## src/rtl/ctrl_teclado_decimal_pkg.sv

```systemverilog
// Shared constants and state encoding for the decimal keypad controller.
package ctrl_teclado_decimal_pkg;

  localparam int unsigned ANCHO_BCD = 4;
  localparam int unsigned N_TECLAS  = 10;

  typedef enum logic [1:0] {
    REPOSO     = 2'd0,
    FILTRO     = 2'd1,
    PRESIONADA = 2'd2,
    SOLTAR     = 2'd3
  } estado_t;

endpackage

```

## src/rtl/cod_decimal_bcd.sv

```systemverilog
// 1-of-10 to BCD encoder; output is only meaningful for a one-hot input.
module cod_decimal_bcd
  import ctrl_teclado_decimal_pkg::*;
(
  input  logic [N_TECLAS-1:0]  tecla,
  output logic [ANCHO_BCD-1:0] bcd
);

  always_comb begin
    bcd = '0;
    for (int i = 0; i < N_TECLAS; i++) begin
      if (tecla[i]) begin
        bcd = bcd | ANCHO_BCD'(i);
      end
    end
  end

endmodule

```

## src/rtl/ctrl_teclado_decimal.sv

```systemverilog
// Keypad entry controller: debounces press and release, accepts one digit per press
// and shifts accepted digits into a BCD number register.
module ctrl_teclado_decimal
  import ctrl_teclado_decimal_pkg::*;
#(
  parameter int unsigned N_DIGITOS = 4,
  parameter int unsigned DEBOUNCE  = 4
) (
  input  logic                           clk,
  input  logic                           reset,
  input  logic [N_TECLAS-1:0]            teclas,
  input  logic                           borrar,
  output logic [ANCHO_BCD-1:0]           digito_bcd,
  output logic                           digito_valido,
  output logic [ANCHO_BCD*N_DIGITOS-1:0] numero,
  output logic                           lleno,
  output logic                           error
);

  localparam int unsigned ANCHO_CNT  = $clog2(DEBOUNCE + 1);
  localparam int unsigned ANCHO_CANT = $clog2(N_DIGITOS + 1);
  localparam int unsigned ANCHO_NUM  = ANCHO_BCD * N_DIGITOS;

  localparam logic [ANCHO_CNT-1:0]  CNT_MAX  = ANCHO_CNT'(DEBOUNCE - 1);
  localparam logic [ANCHO_CNT-1:0]  CNT_UNO  = ANCHO_CNT'(1);
  localparam logic [ANCHO_CANT-1:0] CANT_MAX = ANCHO_CANT'(N_DIGITOS);

  estado_t                estado_q, estado_d;
  logic [ANCHO_CNT-1:0]   cnt_q, cnt_d;
  logic [N_TECLAS-1:0]    patron_q, patron_d;
  logic [ANCHO_NUM-1:0]   numero_q, numero_d;
  logic [ANCHO_CANT-1:0]  cantidad_q, cantidad_d;
  logic [ANCHO_BCD-1:0]   digito_q, digito_d;
  logic                   valido_q, lleno_q, lleno_d, error_q, error_d;

  logic                   one_hot, hay_tecla, aceptar;
  logic [ANCHO_BCD-1:0]   bcd_nuevo;

  assign hay_tecla = |teclas;
  assign one_hot   = hay_tecla && ((teclas & (teclas - N_TECLAS'(1))) == '0);

  // Encoder sees the pattern being accepted; with DEBOUNCE=1 that is the live key.
  cod_decimal_bcd u_cod (
    .tecla (patron_d),
    .bcd   (bcd_nuevo)
  );

  always_comb begin
    estado_d = estado_q;
    cnt_d    = cnt_q;
    patron_d = patron_q;
    aceptar  = 1'b0;
    unique case (estado_q)
      REPOSO: begin
        if (one_hot) begin
          patron_d = teclas;
          if (DEBOUNCE == 1) begin
            aceptar  = 1'b1;
            estado_d = PRESIONADA;
          end else begin
            estado_d = FILTRO;
            cnt_d    = CNT_UNO;
          end
        end
      end
      FILTRO: begin
        if (teclas != patron_q) begin
          estado_d = REPOSO;
          cnt_d    = '0;
        end else if (cnt_q == CNT_MAX) begin
          aceptar  = 1'b1;
          estado_d = PRESIONADA;
          cnt_d    = '0;
        end else begin
          cnt_d = cnt_q + CNT_UNO;
        end
      end
      PRESIONADA: begin
        if (!hay_tecla) begin
          if (DEBOUNCE == 1) begin
            estado_d = REPOSO;
          end else begin
            estado_d = SOLTAR;
            cnt_d    = CNT_UNO;
          end
        end
      end
      SOLTAR: begin
        if (hay_tecla) begin
          estado_d = PRESIONADA;
          cnt_d    = '0;
        end else if (cnt_q == CNT_MAX) begin
          estado_d = REPOSO;
          cnt_d    = '0;
        end else begin
          cnt_d = cnt_q + CNT_UNO;
        end
      end
      default: begin
        estado_d = REPOSO;
        cnt_d    = '0;
      end
    endcase
  end

  // borrar wins over an accept in the same cycle; a full register flags error instead.
  always_comb begin
    numero_d   = numero_q;
    cantidad_d = cantidad_q;
    digito_d   = digito_q;
    error_d    = 1'b0;
    if (aceptar) begin
      digito_d = bcd_nuevo;
    end
    if (borrar) begin
      numero_d   = '0;
      cantidad_d = '0;
    end else if (aceptar) begin
      if (lleno_q) begin
        error_d = 1'b1;
      end else begin
        numero_d   = (numero_q << ANCHO_BCD) | ANCHO_NUM'(bcd_nuevo);
        cantidad_d = cantidad_q + ANCHO_CANT'(1);
      end
    end
    lleno_d = (cantidad_d == CANT_MAX);
  end

  always_ff @(posedge clk or negedge reset) begin
    if (!reset) begin
      estado_q   <= REPOSO;
      cnt_q      <= '0;
      patron_q   <= '0;
      numero_q   <= '0;
      cantidad_q <= '0;
      digito_q   <= '0;
      valido_q   <= 1'b0;
      lleno_q    <= 1'b0;
      error_q    <= 1'b0;
    end else begin
      estado_q   <= estado_d;
      cnt_q      <= cnt_d;
      patron_q   <= patron_d;
      numero_q   <= numero_d;
      cantidad_q <= cantidad_d;
      digito_q   <= digito_d;
      valido_q   <= aceptar;
      lleno_q    <= lleno_d;
      error_q    <= error_d;
    end
  end

  assign digito_bcd    = digito_q;
  assign digito_valido = valido_q;
  assign numero        = numero_q;
  assign lleno         = lleno_q;
  assign error         = error_q;

endmodule

```

## config.mk

```make
export PLATFORM = sky130hd
export DESIGN_NAME = ctrl_teclado_decimal
export DESIGN_NICKNAME = d
export VERILOG_FILES = /design/src/rtl/ctrl_teclado_decimal_pkg.sv /design/src/rtl/cod_decimal_bcd.sv /design/src/rtl/ctrl_teclado_decimal.sv
export SDC_FILE = /design/constraint.sdc
export NUM_CORES = 1
export LEC_CHECK = 0
export ABC_AREA = 1
export BUFFER_PORTS_ARGS = -buffer_cell sky130_fd_sc_hd__buf_2
export CAP_MARGIN = 20
export CELL_PAD_IN_SITES_DETAIL_PLACEMENT = 0
export CELL_PAD_IN_SITES_GLOBAL_PLACEMENT = 1
export CORE_ASPECT_RATIO = 0.6
export CORE_MARGIN = 1.5
export CORE_UTILIZATION = 37
export DETAILED_ROUTE_END_ITERATION = 7
export PLACE_DENSITY = 0.78
export SETUP_SLACK_MARGIN = 0.4
export SLEW_MARGIN = 20
export SYNTH_ARGS = -nofsm -noshare
export SYNTH_HDL_FRONTEND = slang
export SYNTH_SLANG_ARGS = --single-unit
export TNS_END_PERCENT = 50
```

## constraint.sdc

```tcl
create_clock -name clk -period 1.48 [get_ports clk]
set_input_delay 0.148 -clock clk [delete_from_list [all_inputs] [get_ports clk]]
set_output_delay 0.148 -clock clk [all_outputs]
set_load 0.01 [all_outputs]
```

# Yosys cells after proc, flatten, opt, wreduce, memory -nomap -nowiden
# Cells that the tools add are included.
op_classes:
  addsub: 3
  eq_ne: 11
  n_mux: 36
  bitwise: 2
  n_reduce_logical: 9
ops:
  columns: ["operator", "n"]
  rows:
  - ["two-way mux 16 bit", 3]
  - ["two-way mux 3 bit", 12]
  - ["two-way mux 10 bit", 2]
  - ["two-way mux 2 bit", 8]
  - ["bitwise OR 16 x 4 -> 16 bit", 1]
  - ["one-hot mux 3 bit (4 select lines)", 1]
  - ["AND 10 bit", 1]
  - ["logical NOT 10 bit", 1]
  - ["inequality test 10 bit", 1]
  - ["OR reduction 10 bit", 1]
  - ["subtractor 10 x 1 -> 10 bit (second input constant)", 1]
  - ["two-way mux 4 bit", 2]
  - ["one-hot mux 2 bit (4 select lines)", 1]
  - ["two-way mux 1 bit", 7]
  - ["adder 3 x 1 -> 3 bit (second input constant)", 2]
  - ["inequality test 2 bit (second input constant)", 3]
  - ["inequality test 3 bit (second input constant)", 2]
  - ["AND reduction 2 bit", 3]
  - ["== test 2 bit (second input constant)", 2]
  - ["AND reduction 4 bit", 1]
  - ["== test 3 x 2 -> 1 bit (second input constant)", 1]
  - ["== test 3 bit (second input constant)", 1]
  - ["== test 2 x 1 -> 1 bit (second input constant)", 1]
  - ["logical NOT 2 bit", 1]
  - ["other kinds (2)", 2]
word_totals:
  regBits: 41
  in_bits: 13
  out_inout_bits: 23
  wordCells: 71

# Logic depth before layout (Yosys ltp)
logic_depth:
  word_depth: 19
  depth_mapped: 15
  depth_no_buf: 15

# Modules after synthesis
# Synthesis repeated with hierarchy kept, for this count alone.
unflattened:
  cells_unflattened: 333
  hier_area_um2: 2352.3
by_module_without_submodules:
  columns: ["mod", "n_inst", "cells_per_inst", "area_each_um2", "seq_area_each_um2"]
  rows:
  - ["ctrl_teclado_decimal", 1, 323, 2311.0, 1026.0]
  - ["cod_decimal_bcd", 1, 10, 41.3, 0.0]

# Worst setup path before layout
# No wires, ideal clock.
synth_path:
  path_type: "register to register"
  startpoint: "reg patron_q[2]"
  endpoint: "reg numero_q[14], in the netlist numero[14]"
  setup_time_ns: 0.083
  arrival_time_ns: 1.469
  required_ns: 1.397
  setup_slack_ns: -0.072
  path_stages_with_launch: 10
  path_buffers: 0
  synth_period_minus_slack_ns: 1.552
  path_cell_list: "dfrtp_1 -> xnor2_1 -> nand3_1 -> nor2_1 -> nand4_1 -> nor2_1 -> nand2_1 -> nor2_4 -> inv_1 -> o21ai_0"
synth_via:
  elab_chain_cells: 5
synth_rtl:
  columns: ["element", "line", "text"]
  rows:
  - ["start: declaration", "ctrl_teclado_decimal.sv:30", "logic [N_TECLAS-1:0] patron_q, patron_d;"]
  - ["start signal: assignment", "ctrl_teclado_decimal.sv:143", "patron_q <= patron_d;"]
  - ["inequality test 10 bit", "ctrl_teclado_decimal.sv:67", "if (teclas != patron_q) begin"]
  - ["two-way mux 1 bit", "ctrl_teclado_decimal.sv:67", null]
  - ["two-way mux 1 bit", "ctrl_teclado_decimal.sv:53", "unique case (estado_q)"]
  - ["nonzero test 2 bit (no line)", null, null]
  - ["AND reduction 2 bit (no line)", null, null]
  - ["end signal: assignment", "ctrl_teclado_decimal.sv:144", "numero_q <= numero_d;"]
  - ["end: declaration", "ctrl_teclado_decimal.sv:31", "logic [ANCHO_NUM-1:0] numero_q, numero_d;"]
# No other way between the ends.
# A chain may end at the register's enable or synchronous reset.

# Worst setup path after layout
layout_path:
  startpoint: "reg patron_q[2]"
  endpoint: "reg numero_q[5], in the netlist numero[5]"
# The elaborated chain is that of the path after synthesis.

==> flow_metrics.tcl <==
set metrics [dict create \
    cts-root-buf "clkbuf_8" \
    cts_sinks 41 \
    p_seq_share_pct 41.6 \
    overflow 0 \
    ys_async_sr_fraction_pct 100.0 \
    maxCapViolCount 0 \
    synth_warnings 0 \
    power.leakage_nw 1.696 \
    ys_types 31 \
    start_util_pct 38.76 \
    cp_data_arrival_time_ns 1.98 \
    cp-end-kind "flop" \
    syn_inst 277 \
    comb_power_share_pct 26.0 \
    finalInstanceArea_um2 3133 \
    grt_pass1_vias 2084 \
    tritoncts "yes" \
    ant_nets 0 \
    status "finished, violations left" \
    setup_viol 31 \
    row_count 21 \
    p_sw_mw 0.8686 \
    start_kind "flop" \
    die_area_um2 6403 \
    final_cells 458 \
    fin_crit_ns 1.761 \
    drive_gt1_share_pct 39.95 \
    switching_share_pct 29.23 \
    worstSetupPathType "reg -> reg" \
    wire_per_inst_um 11.95 \
    finalPower_mw 2.971 \
    layout_common_cells "nand2_1, buf_4, dfrtp_1, buf_2, inv_1" \
    fmax_ghz 0.5678 \
    place_area_um2 2854 \
    cts_max_level 2 \
    wl_mm 5.473 \
    startpoint "patron_q[2]" \
    core_um2 5649 \
    synth_ff_type "dfrtp_1" \
    syn_area_um2 2190 \
    max-slew-margin-rel_pct 64.84 \
    n_antenna_cell 0 \
    clkTransAtPathRegs_ns 0.08 \
    cp.required_ns 1.70 \
    syn-num-nets 292 \
    hold_class "in -> reg" \
    p_per_area_nw_per_um2 948.4 \
    grt_max_degree 42 \
    setup_tns_ns -6.005 \
    avgSynthCellArea_um2 7.905 \
    clk_latency_ns 0.30 \
    synth_edf_count 0 \
    worst-slew-pin-transition_ns 0.5274 \
    die_w_um 102.3 \
    r2r_cells 10 \
    finalMaxSlewViolations 0 \
    cts_buffers 5 \
    dp_hpwl_mm 4.053 \
    preCtsSetupSlack_ns -0.4692 \
    syn2layout_area_growth_pct 43.09 \
    r2r_start "patron_q[2]" \
    violations "negative setup slack" \
    synth_seq_area_share_pct 46.86 \
    die_h_um 62.59 \
    grt_util_all_layers_pct 19.94 \
    hold_depth 2 \
    skew_ns 0.006348 \
    fin_nets 392 \
    ir_drop_v 0.0004226 \
    critical_path_peak_fanout 4 \
    grt_setup_unrepaired "true" \
    place.gp.congestion 0.8763 \
    fin_ws_ns -0.2811 \
    pwr-share-clk_pct 32.3 \
    dp.cells 441 \
    ys_seq_elements 41 \
    port_buffers 35 \
    clockBufferDepth 2 \
    final_common_cell "nand2_1" \
    final_hold_viol_count 0 \
    dr_total_vias 2071 \
    drc 0 \
    hold_path.startpoint "borrar" \
    drt_first_iter_violations 130 \
    io_pins 36 \
    period_share_pct 119.0 \
    antenna_found_initial 0 \
    viasPerCell 4.522 \
    intPower_mw 2.103 \
    grt_pass1_wl_mm 9.818 \
    first_pass_iters 4 \
    fill_cells 533 \
]
[cells by family (layout without fill, tap and decap cells)]
| family | count (synthesis) | count (layout) | share of synthesized area, % |
|---|---|---|---|
| AND/OR/NAND/NOR | 154 | 154 | 33.31 |
| buffers and inverters | 42 | 143 | 7.543 |
| adder cells (fa/ha/maj) | 2 | 2 | 1.143 |
| XOR/XNOR | 6 | 6 | 2.400 |
| flip-flops | 41 | 41 | 46.86 |
| AO/OA/AOI/OAI | 32 | 32 | 8.743 |
[critical path, stage by stage, from the launching register on]
cell,delay [ns]
dfrtp_1,0.42
xnor2_2,0.21
nand3_1,0.11
nor2_2,0.16
nand4_1,0.17
nor2_2,0.12
nand2_2,0.09
nor2_4,0.15
buf_4,0.14
nand2_1,0.04
o21ai_0,0.07
[synth_stat cells (all sizes together), types with 2 or more instances]
library cell,count,area share [%]
o21a,3,1.4
nand2,93,18
nand3,15,4.2
nand4,7,2.0
dfrtp,41,47
o21ai,19,4.5
nor3,5,1.1
nor2,29,6.6
inv,41,7.0
or2,2,0.57
xor2,5,2.0
ha,2,1.1
o22ai,5,1.4
a21oi,3,0.69
nor4,2,0.57
[what timing repair did]
item                       in CTS  in global routing
buffers inserted                4                  4
setup endpoints to repair      41                 42
hold endpoints to repair       41                  0
gates resized for setup        14                 17
hold buffers                    1                  0
pin swaps                      12                  9
[stage by stage]
step | hold slack, ns | utilization [%]
finish | 0.08510 | 55.46
detailed placement | 0.2513 | 50.52
global route | 0.07544 | 55.46
floorplan | -0.1476 | -
CTS | 0.07987 | 54.29
global placement | 0.2524 | 50.52
[state kept, by name (all words and copies together) (netlist names)]
register	count
digito_bcd	4
lleno	1
digito_valido	1
patron_q	10
numero	16
error	1
cnt_q	3
cantidad_q	3
estado_q	2
[power groups by stage]
stage | Sequential [mW] | Clock (mW) | Combinational, mW
floorplan | 1.25 | 0 | 0.324
global placement | 1.25 | 0 | 0.674
detailed placement | 1.25 | 0 | 0.682
CTS | 1.23 | 0.981 | 0.753
global route | 1.25 | 1.03 | 0.859
finish | 1.24 | 0.961 | 0.774
[worst paths after layout]
path                                  to  slack (ns)
setup reg to reg               numero[5]       -0.28
hold reg to reg            digito_bcd[3]        0.48
setup / recovery               numero[5]       -0.28
min in group asynchronous       cnt_q[1]        0.43
max in group asynchronous    estado_q[1]        0.67
hold / removal                     error        0.09
[layout make-up]
cell class / instances / area (um^2) / share of cell area, %
tap: 80 / 100.1 / 3.195
sequential: 41 / 1028 / 32.83
clock buffer: 6 / 82.58 / 2.636
timing repair buffer: 94 / 640.6 / 20.45
multi-input combinational: 194 / 1090 / 34.78
clock inverter: 2 / 37.54 / 1.198
inverter: 41 / 153.9 / 4.912
[per-layer routing]
metal	vias to the layer above	wire length (um)	track usage (%)
met1	963	3022	31.05
met4	0	48	5.137
li1	1073	-	-
met5	-	0	0
met3	4	175	4.922
met2	31	2226	27.24
(Power assumes the default switching activity.)
